$ cat config.mk
export PLATFORM = sky130hd
export DESIGN_NAME = seq_chunk_adder_flat
export DESIGN_NICKNAME = d
export VERILOG_FILES = /design/src/rtl/seq_chunk_adder_if.sv /design/src/rtl/seq_chunk_adder.sv /design/src/flat_wrapper.sv
export SDC_FILE = /design/constraint.sdc
export NUM_CORES = 1
export LEC_CHECK = 0
export BUFFER_PORTS_ARGS = -buffer_cell sky130_fd_sc_hd__buf_2
export CAP_MARGIN = 20
export CORE_MARGIN = 2
export CORE_UTILIZATION = 54
export CTS_CLUSTER_SIZE = 10
export DETAILED_ROUTE_END_ITERATION = 8
export MAX_ROUTING_LAYER = met4
export PLACE_DENSITY_LB_ADDON = 0.2
export SETUP_SLACK_MARGIN = 0.02
export SYNTH_ARGS = -nofsm -noshare
export SYNTH_HDL_FRONTEND = slang
export SYNTH_SLANG_ARGS = --single-unit
$ cat constraint.sdc
create_clock -name clock -period 3.4 [get_ports clock]
set_input_delay 0.68 -clock clock [delete_from_list [all_inputs] [get_ports clock]]
set_output_delay 0.68 -clock clock [all_outputs]
set_load 0.05 [all_outputs]
$ cat src/rtl/seq_chunk_adder_if.sv
// ---------------------------------------------------------------------------
// seq_chunk_adder_if
// Operand and result bundle for the seq_chunk_adder.
//
// Handshake: the controller raises start with the operands, sub, c_in and
// acc valid. The adder samples them only on an edge where it is idle, which
// is the cycle in which busy and done are both low. The request is not
// queued: a start seen during busy or done is dropped. done is a single-cycle
// pulse that marks s, c_out and overflow as valid. These outputs then hold
// until the next capture edge.
//
// Signals (master = controller side, slave = adder side):
//   start    : request to capture operands and begin
//   sub      : 0 = a+b+c_in, 1 = a-b
//   a, b     : operands, WIDTH bits
//   c_in     : carry-in (add mode only)
//   acc      : use current result as operand A (only with SEQ_ADDER_ACC_EN)
//   busy     : chunks being processed
//   done     : one-cycle result-valid pulse
//   s        : sum / difference, WIDTH bits
//   c_out    : carry out of MSB (sub mode: 1 = no borrow)
//   overflow : signed two's-complement overflow
// ---------------------------------------------------------------------------
interface seq_chunk_adder_if #(
  parameter int WIDTH = 16
);
  logic             start;
  logic             sub;
  logic [WIDTH-1:0] a;
  logic [WIDTH-1:0] b;
  logic             c_in;
  logic             acc;
  logic             busy;
  logic             done;
  logic [WIDTH-1:0] s;
  logic             c_out;
  logic             overflow;

  modport master (
    output start, sub, a, b, c_in, acc,
    input  busy, done, s, c_out, overflow
  );

  modport slave (
    input  start, sub, a, b, c_in, acc,
    output busy, done, s, c_out, overflow
  );
endinterface

$ cat src/rtl/seq_chunk_adder.sv
// ---------------------------------------------------------------------------
// seq_chunk_adder
// Multi-cycle adder/subtractor. It adds two WIDTH-bit operands CHUNK bits per
// clock and passes the carry between chunks through a register. It is meant
// for places where a full-width ripple would break timing.
//
// Parameters:
//   WIDTH : operand/result width (must be a multiple of CHUNK)
//   CHUNK : bits added per clock; NUM_CHUNKS = WIDTH/CHUNK >= 1
//
// Ports:
//   clock     : rising-edge clock
//   resetn    : asynchronous active-low reset
//   bus       : seq_chunk_adder_if.slave (operands, handshake, results)
//   dbg_state : current FSM state (0 = IDLE, 1 = RUN, 2 = DONE)
//
// Optional feature, selected by macro SEQ_ADDER_ACC_EN:
//   If defined, a capture with acc=1 takes operand A from the current s
//   register, so that results chain into a running accumulation.
//   If not defined, acc is ignored and A always comes from bus.a.
//
// Timing: the capture edge is E0. Chunks are processed on E1..E_NUM_CHUNKS.
// done is high in the cycle after E_NUM_CHUNKS. Start-to-start takes
// NUM_CHUNKS+2 cycles.
// ---------------------------------------------------------------------------
module seq_chunk_adder #(
  parameter int WIDTH = 16,
  parameter int CHUNK = 4
) (
  input  logic                 clock,
  input  logic                 resetn,
  seq_chunk_adder_if.slave     bus,
  output logic [1:0]           dbg_state
);

  localparam int NUM_CHUNKS = WIDTH / CHUNK;
  localparam int IDXW       = (NUM_CHUNKS > 1) ? $clog2(NUM_CHUNKS) : 1;
  localparam logic [IDXW-1:0] LAST_IDX = IDXW'(NUM_CHUNKS - 1);

  typedef enum logic [1:0] {
    ST_IDLE = 2'd0,
    ST_RUN  = 2'd1,
    ST_DONE = 2'd2
  } state_t;

  state_t           state;
  logic [WIDTH-1:0] op_a;
  logic [WIDTH-1:0] op_b;      // already inverted for subtract
  logic             carry;     // carry into the chunk processed next
  logic [IDXW-1:0]  idx;
  logic [WIDTH-1:0] s_q;
  logic             busy_q;
  logic             done_q;
  logic             c_out_q;
  logic             ovf_q;

  logic [CHUNK-1:0] a_chunk;
  logic [CHUNK-1:0] b_chunk;
  logic [CHUNK:0]   chunk_sum;
  logic             msb_carry_in;

  always_comb begin
    a_chunk   = op_a[idx*CHUNK +: CHUNK];
    b_chunk   = op_b[idx*CHUNK +: CHUNK];
    chunk_sum = {1'b0, a_chunk} + {1'b0, b_chunk} + {{CHUNK{1'b0}}, carry};
    // The carry into the top bit of the chunk is recovered from that bit's
    // sum: sum = a ^ b ^ cin. The result is only meaningful on the last chunk.
    msb_carry_in = a_chunk[CHUNK-1] ^ b_chunk[CHUNK-1] ^ chunk_sum[CHUNK-1];
  end

  always_ff @(posedge clock or negedge resetn) begin
    if (!resetn) begin
      state   <= ST_IDLE;
      op_a    <= '0;
      op_b    <= '0;
      carry   <= 1'b0;
      idx     <= '0;
      s_q     <= '0;
      busy_q  <= 1'b0;
      done_q  <= 1'b0;
      c_out_q <= 1'b0;
      ovf_q   <= 1'b0;
    end else begin
      case (state)
        ST_IDLE: begin
          done_q <= 1'b0;
          busy_q <= 1'b0;
          if (bus.start) begin
`ifdef SEQ_ADDER_ACC_EN
            op_a <= bus.acc ? s_q : bus.a;
`else
            op_a <= bus.a;
`endif
            op_b   <= bus.sub ? ~bus.b : bus.b;
            carry  <= bus.sub ? 1'b1 : bus.c_in;
            idx    <= '0;
            busy_q <= 1'b1;
            state  <= ST_RUN;
          end
        end

        ST_RUN: begin
          s_q[idx*CHUNK +: CHUNK] <= chunk_sum[CHUNK-1:0];
          carry                   <= chunk_sum[CHUNK];
          idx                     <= idx + IDXW'(1);
          if (idx == LAST_IDX) begin
            c_out_q <= chunk_sum[CHUNK];
            ovf_q   <= msb_carry_in ^ chunk_sum[CHUNK];
            busy_q  <= 1'b0;
            done_q  <= 1'b1;
            state   <= ST_DONE;
          end
        end

        ST_DONE: begin
          // One-cycle result pulse. A start seen here is dropped.
          done_q <= 1'b0;
          state  <= ST_IDLE;
        end

        default: begin
          busy_q <= 1'b0;
          done_q <= 1'b0;
          state  <= ST_IDLE;
        end
      endcase
    end
  end

  assign bus.busy     = busy_q;
  assign bus.done     = done_q;
  assign bus.s        = s_q;
  assign bus.c_out    = c_out_q;
  assign bus.overflow = ovf_q;
  assign dbg_state    = state;

endmodule

$ cat src/flat_wrapper.sv
// flat-port wrapper written by rule: the top's interface ports become plain ports
module seq_chunk_adder_flat 
#(
  parameter int WIDTH = 16,
  parameter int CHUNK = 4
)
  (clock, resetn, dbg_state, bus_start, bus_sub, bus_a, bus_b, bus_c_in, bus_acc, bus_busy, bus_done, bus_s, bus_c_out, bus_overflow);
  seq_chunk_adder_if #(.WIDTH(WIDTH)) bus_i ();
  input  logic clock;
  input  logic resetn;
  output logic [1:0] dbg_state;
  input wire logic [$bits(bus_i.start)-1:0] bus_start;
  input wire logic [$bits(bus_i.sub)-1:0] bus_sub;
  input wire logic [$bits(bus_i.a)-1:0] bus_a;
  input wire logic [$bits(bus_i.b)-1:0] bus_b;
  input wire logic [$bits(bus_i.c_in)-1:0] bus_c_in;
  input wire logic [$bits(bus_i.acc)-1:0] bus_acc;
  output wire logic [$bits(bus_i.busy)-1:0] bus_busy;
  output wire logic [$bits(bus_i.done)-1:0] bus_done;
  output wire logic [$bits(bus_i.s)-1:0] bus_s;
  output wire logic [$bits(bus_i.c_out)-1:0] bus_c_out;
  output wire logic [$bits(bus_i.overflow)-1:0] bus_overflow;
  assign bus_i.start = bus_start;
  assign bus_i.sub = bus_sub;
  assign bus_i.a = bus_a;
  assign bus_i.b = bus_b;
  assign bus_i.c_in = bus_c_in;
  assign bus_i.acc = bus_acc;
  assign bus_busy = bus_i.busy;
  assign bus_done = bus_i.done;
  assign bus_s = bus_i.s;
  assign bus_c_out = bus_i.c_out;
  assign bus_overflow = bus_i.overflow;
  seq_chunk_adder #(.WIDTH(WIDTH), .CHUNK(CHUNK)) u_core (.clock(clock), .resetn(resetn), .bus(bus_i), .dbg_state(dbg_state));
endmodule
## Yosys cells after proc, flatten, opt, wreduce, memory -nomap -nowiden

Cells that the tools add are included.

- Shifts and indexed selects: 4
- Multiplexer cells: 15
- Reductions and logical operators: 7
- Equality and inequality tests: 5
- Bitwise logic cells: 5
- Add/subtract/negate cells: 4

Operator list:

| kind | count |
|---|---|
| negation 4 -> 34 bit | 1 |
| variable shift 4 x 34 -> 16 bit, first input constant | 1 |
| variable part select 4 x 34 -> 16 bit | 1 |
| variable part select 16 x 5 -> 4 bit | 2 |
| bitwise mux 16 bit | 1 |
| two-way mux 16 bit | 1 |
| NOT 16 bit | 1 |
| AND reduction 2 bit | 5 |
| case mux 2 bit (2 select lines) | 2 |
| two-way mux 1 bit | 6 |
| two-way mux 2 bit | 3 |
| adder 4 x 4 -> 5 bit | 1 |
| adder 5 x 1 -> 5 bit | 1 |
| equality test 2 bit, second input constant | 2 |
| case mux 1 bit (3 select lines) | 1 |
| XOR 1 bit | 3 |
| adder 2 x 1 -> 2 bit, second input constant | 1 |
| equality test 2 x 1 -> 1 bit, second input constant | 1 |
| logical NOT 2 bit | 1 |
| != test 2 x 1 -> 1 bit, second input constant | 1 |
| != test 2 bit, second input constant | 1 |
| case mux 1 bit (2 select lines) | 1 |
| nonzero test 2 bit | 1 |
| NOT 1 bit | 1 |

- Flip-flop bits (word level): 57
- Bits of input ports: 38

## Logic depth before layout (Yosys ltp)

Gate-level depths: netlist (run 1).

- Depth in word-level cells: 5
- Gate-level depth with buffers: 8

## Least setup slack after synthesis (run 1)

No wires, ideal clock.

- Kind: register -> register
- Start point: register u_core.idx[0]
- End point: register u_core.ovf_q, in the netlist u_core.bus.overflow
- Data required time: 3.272 ns
- Path slack: 0.763 ns
- Period minus slack after synthesis: 2.637 ns
- Cell stages (with the launch flop): 9
- Arrival: 2.509 ns
- Library setup time: 0.128 ns
- Path through: dfrtp_1 clkbuf_2 mux4_2 fa_1 fa_1 a21o_1 a21oi_1 xnor2_1 o21ai_0

- Cells in the longest elaborated chain, start to end: 5
- Elaborated cells on any way between the ends: 9

RTL lines:

| item | RTL line | text |
|---|---|---|
| start, declared | seq_chunk_adder.sv:50 | `logic [IDXW-1:0] idx;` |
| start signal, assigned | seq_chunk_adder.sv:105 | `idx <= idx + IDXW'(1);` |
| variable part select 16 x 5 -> 4 bit, on equally long branches | seq_chunk_adder.sv:63, seq_chunk_adder.sv:64 |  |
| adder 4 x 4 -> 5 bit | seq_chunk_adder.sv:65 | `chunk_sum = {1'b0, a_chunk} + {1'b0, b_chunk} + {{CHUNK{1'b0}}, carry};` |
| adder 5 x 1 -> 5 bit | seq_chunk_adder.sv:65 |  |
| XOR 1 bit | seq_chunk_adder.sv:68 | `msb_carry_in = a_chunk[CHUNK-1] ^ b_chunk[CHUNK-1] ^ chunk_sum[CHUNK-1];` |
| XOR 1 bit | seq_chunk_adder.sv:108 | `ovf_q <= msb_carry_in ^ chunk_sum[CHUNK];` |
| end signal, assigned | seq_chunk_adder.sv:108 |  |
| end, declared | seq_chunk_adder.sv:55 | `logic ovf_q;` |

Several ways; a longest one is shown, not always the timed one.
A chain may end at the register's enable or synchronous reset.

## Final worst setup path (run 1)

Same ends and word-level chain as after synthesis.

==> results of run 1 <==
-- registers in the layout, summed over array words and instances, names as in the netlist --
| name | count |
|---|---|
| u_core.bus.s | 16 |
| u_core.op_a | 16 |
| u_core.op_b | 16 |
| u_core.dbg_state | 2 |
| u_core.idx | 2 |
| u_core.bus.busy | 1 |
| u_core.bus.c_out | 1 |
| u_core.bus.done | 1 |
| u_core.bus.overflow | 1 |
| u_core.carry | 1 |
-- worst max-delay path, delay by kind of cell, from the launching register on --
family                   cells  cell delay, ps
AO/OA/AOI/OAI                3             560
multiplexers                 1             540
flip-flops                   1             430
XOR/XNOR                     1             160
adder cells (fa/ha/maj)      2             880
-- per-stage QoR --
step                      instance area [µm²]    util
final                                    3256  0.6803
after global routing                     3256  0.6803
after CTS                                3256  0.6803
after detailed placement                 3063  0.6400
after global placement                   3063  0.6400
after floorplan                          2701       -
-- cells in the final DEF (no fill, tap or decap), drive strengths merged --
master	n
nand2	12
nand2b	2
fa	2
and3	2
a21o	2
clkinv	2
mux2i	1
nor3b	1
nand3	1
a21oi	20
buf	64
o22ai	1
o21ai	5
dfrtp	57
nor2	22
mux2	16
clkbuf	14
xor2	1
a31o	1
ha	9
nor2b	1
inv	5
nor4	1
xnor2	18
mux4	8
o32a	1
a22o	16
-- power by group through the flow --
stage               sequential [mW]  combinational, mW  clock (mW)
floorplan                      1.44               1.27           0
global placement               1.17               1.98           0
detailed placement             1.18               2.01           0
CTS                            1.17               2.03       0.605
global route                   1.21               2.21       0.635
finish                         1.17               2.01       0.588
-- final timing paths --
kind,cells past startpoint,slack [ps],to
worst max-delay path,7,710,u_core.bus.overflow
max in group asynchronous,2,2200,u_core.op_b[10]
worst min-delay path,1,390,u_core.carry
worst min register to register,2,490,u_core.bus.s[2]
worst max register to register,7,710,u_core.bus.overflow
min in group clock,2,490,u_core.bus.s[2]
-- routing by layer --
metal	track usage	vias up	routed length (µm)
met5	-	-	0
met4	0.08135	0	53
met3	0.06024	5	193
met2	0.3265	40	2564
met1	0.2440	888	2140
li1	-	889	-
-- cells by family after synthesis --
| kind of cell | Yosys count | share of synthesized area |
|---|---|---|
| compound gates | 46 | 0.1130 |
| xor+xnor | 19 | 0.06160 |
| fa+ha+maj | 11 | 0.05651 |
| buf+inv | 16 | 0.03011 |
| flops | 57 | 0.5280 |
| mux | 25 | 0.1371 |
| simple gates | 42 | 0.07364 |
-- layout make-up --
type / instances / area, µm² / share of cell area
Sequential cell: 57 / 1426 / 0.4381
Multi-Input combinational cell: 143 / 1199 / 0.3682
Timing Repair Buffer: 64 / 335.3 / 0.1030
Clock buffer: 14 / 182.7 / 0.05611
Tap cell: 67 / 83.83 / 0.02575
Inverter: 5 / 18.77 / 0.005765
Clock inverter: 2 / 10.01 / 0.003075
==> metrics.txt, run 1 <==
max-cap violations 0; placed cell count approximately 340; initial drt markers 87; crit path kind reg -> reg; layout cells sized above 1 0.3860; Yosys cell types 31; worst setup margin 711.4 ps; Worst Setup SP u_core.idx[0]; number of gates resized after cts 0; final setup vio count 0; # diodes 0; total track usage 0.2040; critical path startpoint category flop; area grow syn2layout 20.52%; Max stage delay on crit path 540 ps; synthesis-stage register bit count 57; Root Buffer Master clkbuf_8; Clk pwr share 0.156; pin count of the biggest net entering global routing 34; Netlist Area Pre-Place 2701 µm²; Core ar. 4786 µm²; Sw Ratio 0.4333; count leader, synth dfrtp_1; CP Data Arrival Time 2890 ps; initial antenna violation count 0; DR vias/cell 5.176; routed wire length per instance 14.07 µm; Clock Path Buffers 2; NetSw 1.631 mW; Hold Crit Class in -> async; routed vias roughly 1,800; Area contributors post-synth dfrtp_1 53%, mux2_2 6.7%, mux4_2 6.7%, xnor2_1 5.8%, a22o_1 5.2%; Port Buf Inserts 58; Synth top cells by count 57 x dfrtp_1, 20 x a21oi_1, 20 x nor2_1; CTS clk-pin slew, worst paths 60 ps; vias in the first global route 1,706; Sinks on Clock Net 57; Antenna Nets Post-Route 0; Slowest-stage cell, CP mux4_2; async set or reset register ratio after synthesis 1.000; fmax 371.9 MHz; max-slew violations 0; Setup Buffers After CTS 0; Post-synth top flop dfrtp_1; Clk Latency, worst-skew pair 330 ps; final hold vios 0; remaining global-route overflow 0; first-pass GRT wire length between 7000 and 8000 µm; register area share after synthesis 0.5280; area of the die 5585 µm²; TritonCTS Buffers 9; CP dominant cell by count fa_1; crit end category flop; Starting Density 0.5644; Reg power frac 0.310; final period demand of the worst path 2689 ps; CP Cell Sequence mux4_2, fa_1, fa_1, a21o_1, a21oi_1, xnor2_1, o21ai_0; dpl ws 727.9 ps; I/O pin count 60; critical path required time 3600 ps; DR DRC count 0; Lkg Pwr 1.536 nW; H-tree Lvls 3; Gate Count Post-Synth 216; TritonCTS clock tree yes; final wirelength between 4000 and 5000 µm; DRT Pass-1 Iters 4; Worst VDD drop about 0.0005 V; hold buffer count at CTS 0; total power 3.763 mW; Gate power share 0.533; Worst slew margin 0.4729; Synth top area share 0.5280; power density cells 1156 nW/µm²; Mean Syn Cell Area between 10 and 15 µm²; WHS between 300 and 400 ps; die height between 70 and 80 µm; HPWL after detailed placement 3632 µm; worst clock skew 3.462 ps; Post-synth EDFFs 0; setup TNS 0 ps; FILL cells roughly 380; P_int roughly 2.1 mW; Placer Congestion just under 0.8; Syn. warnings 0; top cell type by total area after synthesis dfrtp_1; Die Width 74.73 µm; final cell count without fillers 352; CP max FO 4; # nets final 329; Rows 25; Slew @ Worst Pin around 800 ps; fin crit share 0.7908; RSZ-0062 raised after global routing false; Synthesized Nets 265; R2R Path Start u_core.idx[0]; status complete, no violations
(Power assumes the default switching activity.)
==> run 2: changes to the inputs <==
--- a/config.mk
+++ b/config.mk
@@ -8,7 +8,7 @@
 export BUFFER_PORTS_ARGS = -buffer_cell sky130_fd_sc_hd__buf_2
 export CAP_MARGIN = 20
 export CORE_MARGIN = 2
-export CORE_UTILIZATION = 54
+export CORE_UTILIZATION = 48
 export CTS_CLUSTER_SIZE = 10
 export DETAILED_ROUTE_END_ITERATION = 8
 export MAX_ROUTING_LAYER = met4
==> constraint.sdc (replaced) <==
create_clock -name clock -period 2.4 [get_ports clock]
set_input_delay 0.48 -clock clock [delete_from_list [all_inputs] [get_ports clock]]
set_output_delay 0.48 -clock clock [all_outputs]
set_load 0.05 [all_outputs]
==> metrics.txt, run 2 (synthesis results as in run 1) <==
status complete, no violations; total track usage 0.1910 (-0.01302); NetSw 2.448 mW (+50%); max-slew violations 0 (unchanged); Antenna Nets Post-Route 0 (unchanged); commonest non-fill, non-tap cell in the layout buf_2; commonest cells after routing, fill and taps aside 58 x buf_2, 56 x dfrtp_1, 20 x nor2_1, 18 x a21oi_1, 17 x xnor2_1; area of the die 6244 µm² (+12%); first-pass GRT wire length 8749 µm (+9.9%); Slew @ Worst Pin 595.0 ps (-193.8 ps); worst reg-to-reg setup slack 10 ps (-700 ps); R2R Path Start u_core.idx[0]; Setup Buffers After CTS 0 (unchanged); dpl cell area 3128 µm² (+2.1%); max-cap violations 0 (unchanged); I/O pin count 60 (unchanged); power density cells 1740 nW/µm² (+51%); final period demand of the worst path 2387 ps (-302.0 ps); vias in the first global route 1,893 (+11%); crit path kind reg -> reg; final hold vios 0 (unchanged); Root Buffer Master clkbuf_8; fmax 419.0 MHz (+13%); DRT Pass-1 Iters 4 (unchanged); Core ar. 5473 µm² (+14%); Clock Path Buffers 2 (unchanged); Die Width 79.02 µm (+5.7%); fin crit share 0.9944 (+0.2037); Max stage delay on crit path 530 ps (about the same); hold buffer count at CTS 0 (unchanged); pin count of the biggest net entering global routing 35 (+2.9%); Starting Density 0.4936 (-0.07085); Sinks on Clock Net 57 (unchanged); Gate power share 0.576 (+0.043); Multi-input gate area 1226 µm² (+2.3%); RSZ-0062 raised after global routing true; Rows 27 (+8.0%); remaining global-route overflow 0 (unchanged); area grow syn2layout 23.25%; Lkg Pwr 1.559 nW (+1.5%); R2R cell count 7 (unchanged); P_int 3.345 mW (+57%); TritonCTS Buffers 9 (unchanged); RR Endpoint u_core.bus.c_out; fin area 3329 µm² (+2.3%); CP Data Arrival Time 2590 ps (-300 ps); CP dominant cell by count fa_2; CP max FO 4 (unchanged); Register Area 1428 µm² (about the same); number of gates resized after cts 4 (+4); layout cells sized above 1 0.4152 (+0.02926); critical path startpoint category flop; Clk pwr share 0.139 (-0.017); Port Buf Inserts 58 (unchanged); HPWL after detailed placement 3719 µm (+2.4%); final wirelength 5027 µm (+1.5%); initial drt markers 67 (-23%); Worst VDD drop 0.001063 V (+120%); DR DRC count 0 (unchanged); Reg power frac 0.285 (-0.025); WHS 130.1 ps (-258.0 ps); DR vias/cell 5.186 (+0.18%); Worst slew margin 0.6025 (+0.1296); Slowest-stage cell, CP mux4_2; worst clock skew 10.55 ps (+7.091 ps); H-tree Lvls 3 (unchanged); CTS clk-pin slew, worst paths 60 ps (about the same); # nets final 334 (+1.5%); final setup vio count 0 (unchanged); Sw Ratio 0.4226 (-0.01072); routed wire length per instance 13.93 µm (-1.0%); CP Cell Sequence mux4_2, fa_2, fa_2, a21o_1, a21oi_4, buf_4, o21ai_0; Hold Crit Class in -> async; initial antenna violation count 0 (unchanged); FILL cells 484 (+27%); Clk Latency, worst-skew pair 330 ps (about the same); crit end category flop; routed vias 1,872 (+2.7%); die height 79.02 µm (+5.7%); # diodes 0 (unchanged); TritonCTS clock tree yes; critical path required time 2600 ps (-1000 ps); Placer Congestion 0.7630 (-3.8%)
[run 2: worst max-delay path by stage]
| stage | start | to |
|---|---|---|
| after detailed placement | u_core.idx[0] | u_core.bus.overflow |
| after global routing | u_core.idx[0] | u_core.bus.overflow |
| after CTS | u_core.idx[0] | u_core.bus.c_out |
| after global placement | u_core.idx[0] | u_core.bus.overflow |
| final | u_core.idx[0] | u_core.bus.c_out |
| after floorplan | u_core.idx[0] | u_core.bus.overflow |
[run 2: routing by layer]
metal / vias up / part of all wire / global-route usage
li1: 901 / - / -
met1: 921 / 0.46 / 0.2460
met2: 44 / 0.48 / 0.2873
met3: 6 / 0.044 / 0.06477
met4: 0 / 0.013 / 0.06207
met5: - / 0 / -
[run 2: power by group through the flow]
stage	Sequential, mW	Clock [mW]	Combinational, mW
floorplan	2.04	0	1.86
global placement	1.66	0	3.17
detailed placement	1.68	0	3.21
CTS	1.66	0.826	3.39
global route	1.72	0.887	3.66
finish	1.65	0.805	3.34
[run 2: worst max-delay path: cells and delay by family, from the launching register on]
family	cells	cell delay [ps]
buffers and inverters	1	130
muxes	1	530
adders and majority gates	2	730
AOI/OAI and AO/OA	3	460
DFF	1	410
[run 2: per-stage QoR]
step	TNS, ps	setup slack [ps]	utilization	instances	power (mW)
floorplan	-39.07	-39.07	-	216	3.899
global placement	-210.3	-64.74	0.5716	346	4.836
detailed placement	-376.3	-79.53	0.5716	346	4.891
CTS	-70.04	-37.19	0.6081	361	5.876
global route	-291.8	-75.91	0.6084	361	6.265
finish	0	13.40	0.6084	361	5.794
[run 2: cell type report]
cell class                 count  area share
multi-input combinational    143      0.3683
inverter                       5    0.005637
clock buffer                  13     0.05073
tap                           72     0.02706
clock inverter                 2    0.003758
timing repair buffer          69      0.1157
sequential                    57      0.4288
==> run 3: changes to the inputs <==
--- a/config.mk
+++ b/config.mk
@@ -7,8 +7,10 @@
 export LEC_CHECK = 0
 export BUFFER_PORTS_ARGS = -buffer_cell sky130_fd_sc_hd__buf_2
 export CAP_MARGIN = 20
+export CELL_PAD_IN_SITES_DETAIL_PLACEMENT = 1
+export CELL_PAD_IN_SITES_GLOBAL_PLACEMENT = 1
 export CORE_MARGIN = 2
-export CORE_UTILIZATION = 48
+export CORE_UTILIZATION = 38
 export CTS_CLUSTER_SIZE = 10
 export DETAILED_ROUTE_END_ITERATION = 8
 export MAX_ROUTING_LAYER = met4
==> metrics.txt, run 3 (synthesis results as in run 1) <==
crit path to u_core.bus.overflow; CP delay by family, top adder cells; fin crit share 1.008 (+0.01388); Placer Congestion 0.7350 (-3.7%); area grow syn2layout 25.43%; critical path required time 2620 ps (+20 ps); max-slew violations 0 (unchanged); I/O pin count 60 (unchanged); total track usage 0.1722 (-0.01881); CP Data Arrival Time 2640 ps (+50 ps); initial antenna violation count 0 (unchanged); RR Endpoint u_core.bus.overflow; WP buf/inv 0 (-1); vias in the first global route 1,949 (+3.0%); Slew @ Worst Pin 677.3 ps (+82.29 ps); RSZ-0062 raised after global routing true; TritonCTS clock tree yes; H-tree Lvls 3 (unchanged); crit end category flop; die height 88.32 µm (+12%); Worst Setup SP u_core.idx[0]; max-cap violations 0 (unchanged); hold buffer count at CTS 0 (unchanged); power density cells 1762 nW/µm² (+1.3%); first-pass GRT wire length 9666 µm (+10%); Sinks on Clock Net 57 (unchanged); fmax 413.2 MHz (-1.4%); final wirelength 5944 µm (+18%); commonest cells after routing, fill and taps aside 58 x buf_2, 56 x dfrtp_1, 20 x nor2_1, 17 x xnor2_1, 17 x a21oi_1; # nets final 337 (+0.90%); DRT Pass-1 Iters 4 (unchanged); pin count of the biggest net entering global routing 31 (-11%); P_int 3.366 mW (+0.62%); worst setup margin -19.92 ps (-33.32 ps); Critical Path Stages 7 (unchanged); fin area 3388 µm² (+1.8%); Clock Path Buffers 2 (unchanged); Hold Crit Class in -> async; NetSw 2.604 mW (+6.3%); setup TNS -35.26 ps (-35.26 ps); remaining global-route overflow 0 (unchanged); Slowest-stage cell, CP mux4_2; CP dominant cell by count fa_2; area of the die 7800 µm² (+25%); Clk pwr share 0.132 (-0.007); routed vias 1,886 (+0.75%); Port Buf Inserts 58 (unchanged); Starting Density 0.3954 (-0.09818); DR vias/cell 4.848 (-6.5%); initial drt markers 61 (-9.0%); final period demand of the worst path 2420 ps (+33.32 ps); critical path startpoint category flop; DR DRC count 0 (unchanged); CP max FO 3 (-1); Max stage delay on crit path 540 ps (about the same); worst reg-to-reg setup slack -20 ps (-30 ps); crit path kind reg -> reg; status finished, violations left; CP Cell Sequence mux4_2, fa_2, fa_2, a21o_1, a21oi_2, xnor2_1, o21ai_1; layout cells sized above 1 0.4334 (+0.01822); Rows 30 (+11%); HPWL after detailed placement 4427 µm (+19%); commonest non-fill, non-tap cell in the layout buf_2; WHS 178.9 ps (+48.83 ps); Clk Latency, worst-skew pair 330 ps (about the same); routed wire length per instance 15.28 µm (+9.7%); Reg power frac 0.279 (-0.006); violated checks negative setup slack; R2R cell count 7 (unchanged); TritonCTS Buffers 9 (unchanged); Antenna Nets Post-Route 0 (unchanged); final core utilization 0.4960 (-0.1124); Gate power share 0.588 (+0.012); Worst VDD drop 0.0007239 V (-32%); Sw Ratio 0.4362 (+0.01357); R2R Path Start u_core.idx[0]; Root Buffer Master clkbuf_8; worst clock skew 7.147 ps (-3.406 ps); CTS clk-pin slew, worst paths 60 ps (about the same); # diodes 0 (unchanged); Lkg Pwr 1.571 nW (+0.79%); Worst slew margin 0.5485 (-0.05404); Core ar. 6832 µm² (+25%); dpl cell area 3161 µm² (+1.0%); Die Width 88.32 µm (+12%); final setup vio count 3 (+3); final hold vios 0 (unchanged); dpl ws -118.9 ps (-39.38 ps)
## run 3: power by group through the flow
stage / Sequential (mW) / Combinational (mW) / Clock (mW)
after global placement: 1.67 / 3.18 / 0
after CTS: 1.67 / 3.44 / 0.826
after detailed placement: 1.69 / 3.26 / 0
after global routing: 1.73 / 3.83 / 0.862
final: 1.67 / 3.51 / 0.790
after floorplan: 2.04 / 1.86 / 0
## run 3: worst min path at each step
stage | startpoint | end | slack, ps | depth (start not counted)
floorplan | resetn | u_core.bus.busy | 180 | 0
global placement | u_core.bus.done | u_core.bus.done | 470 | 2
detailed placement | u_core.bus.s[2] | u_core.bus.s[2] | 470 | 2
CTS | resetn | u_core.dbg_state[0] | 190 | 1
global route | resetn | u_core.dbg_state[0] | 210 | 1
finish | resetn | u_core.dbg_state[0] | 180 | 1
## run 3: through the flow
stage	total power, mW	cells
6_report	5.970	389
5_1_grt	6.419	389
4_1_cts	5.938	389
3_5_place_dp	4.949	372
3_3_place_gp	4.851	372
2_1_floorplan	3.899	216
## run 3: routing by layer
layer  track usage  part of all wire
met3       0.04757             0.046
met2        0.2652              0.50
met5             -                 0
met4       0.05785            0.0074
met1        0.2206              0.45
## run 3: timing repair
item                                    CTS  global route
setup buffers                             1             0
endpoints found under the setup margin   11            11
pin swaps                                 1             4
gates cloned                              0             0
gates resized for setup                   6             4
## run 3: layout make-up
cell class	count	area, µm²
tap	96	120.1
sequential	57	1428
timing repair buffer	72	395.4
clock buffer	13	158.9
fill	760	3443
clock inverter	3	15.01
multi-input combinational	143	1252
inverter	5	18.77
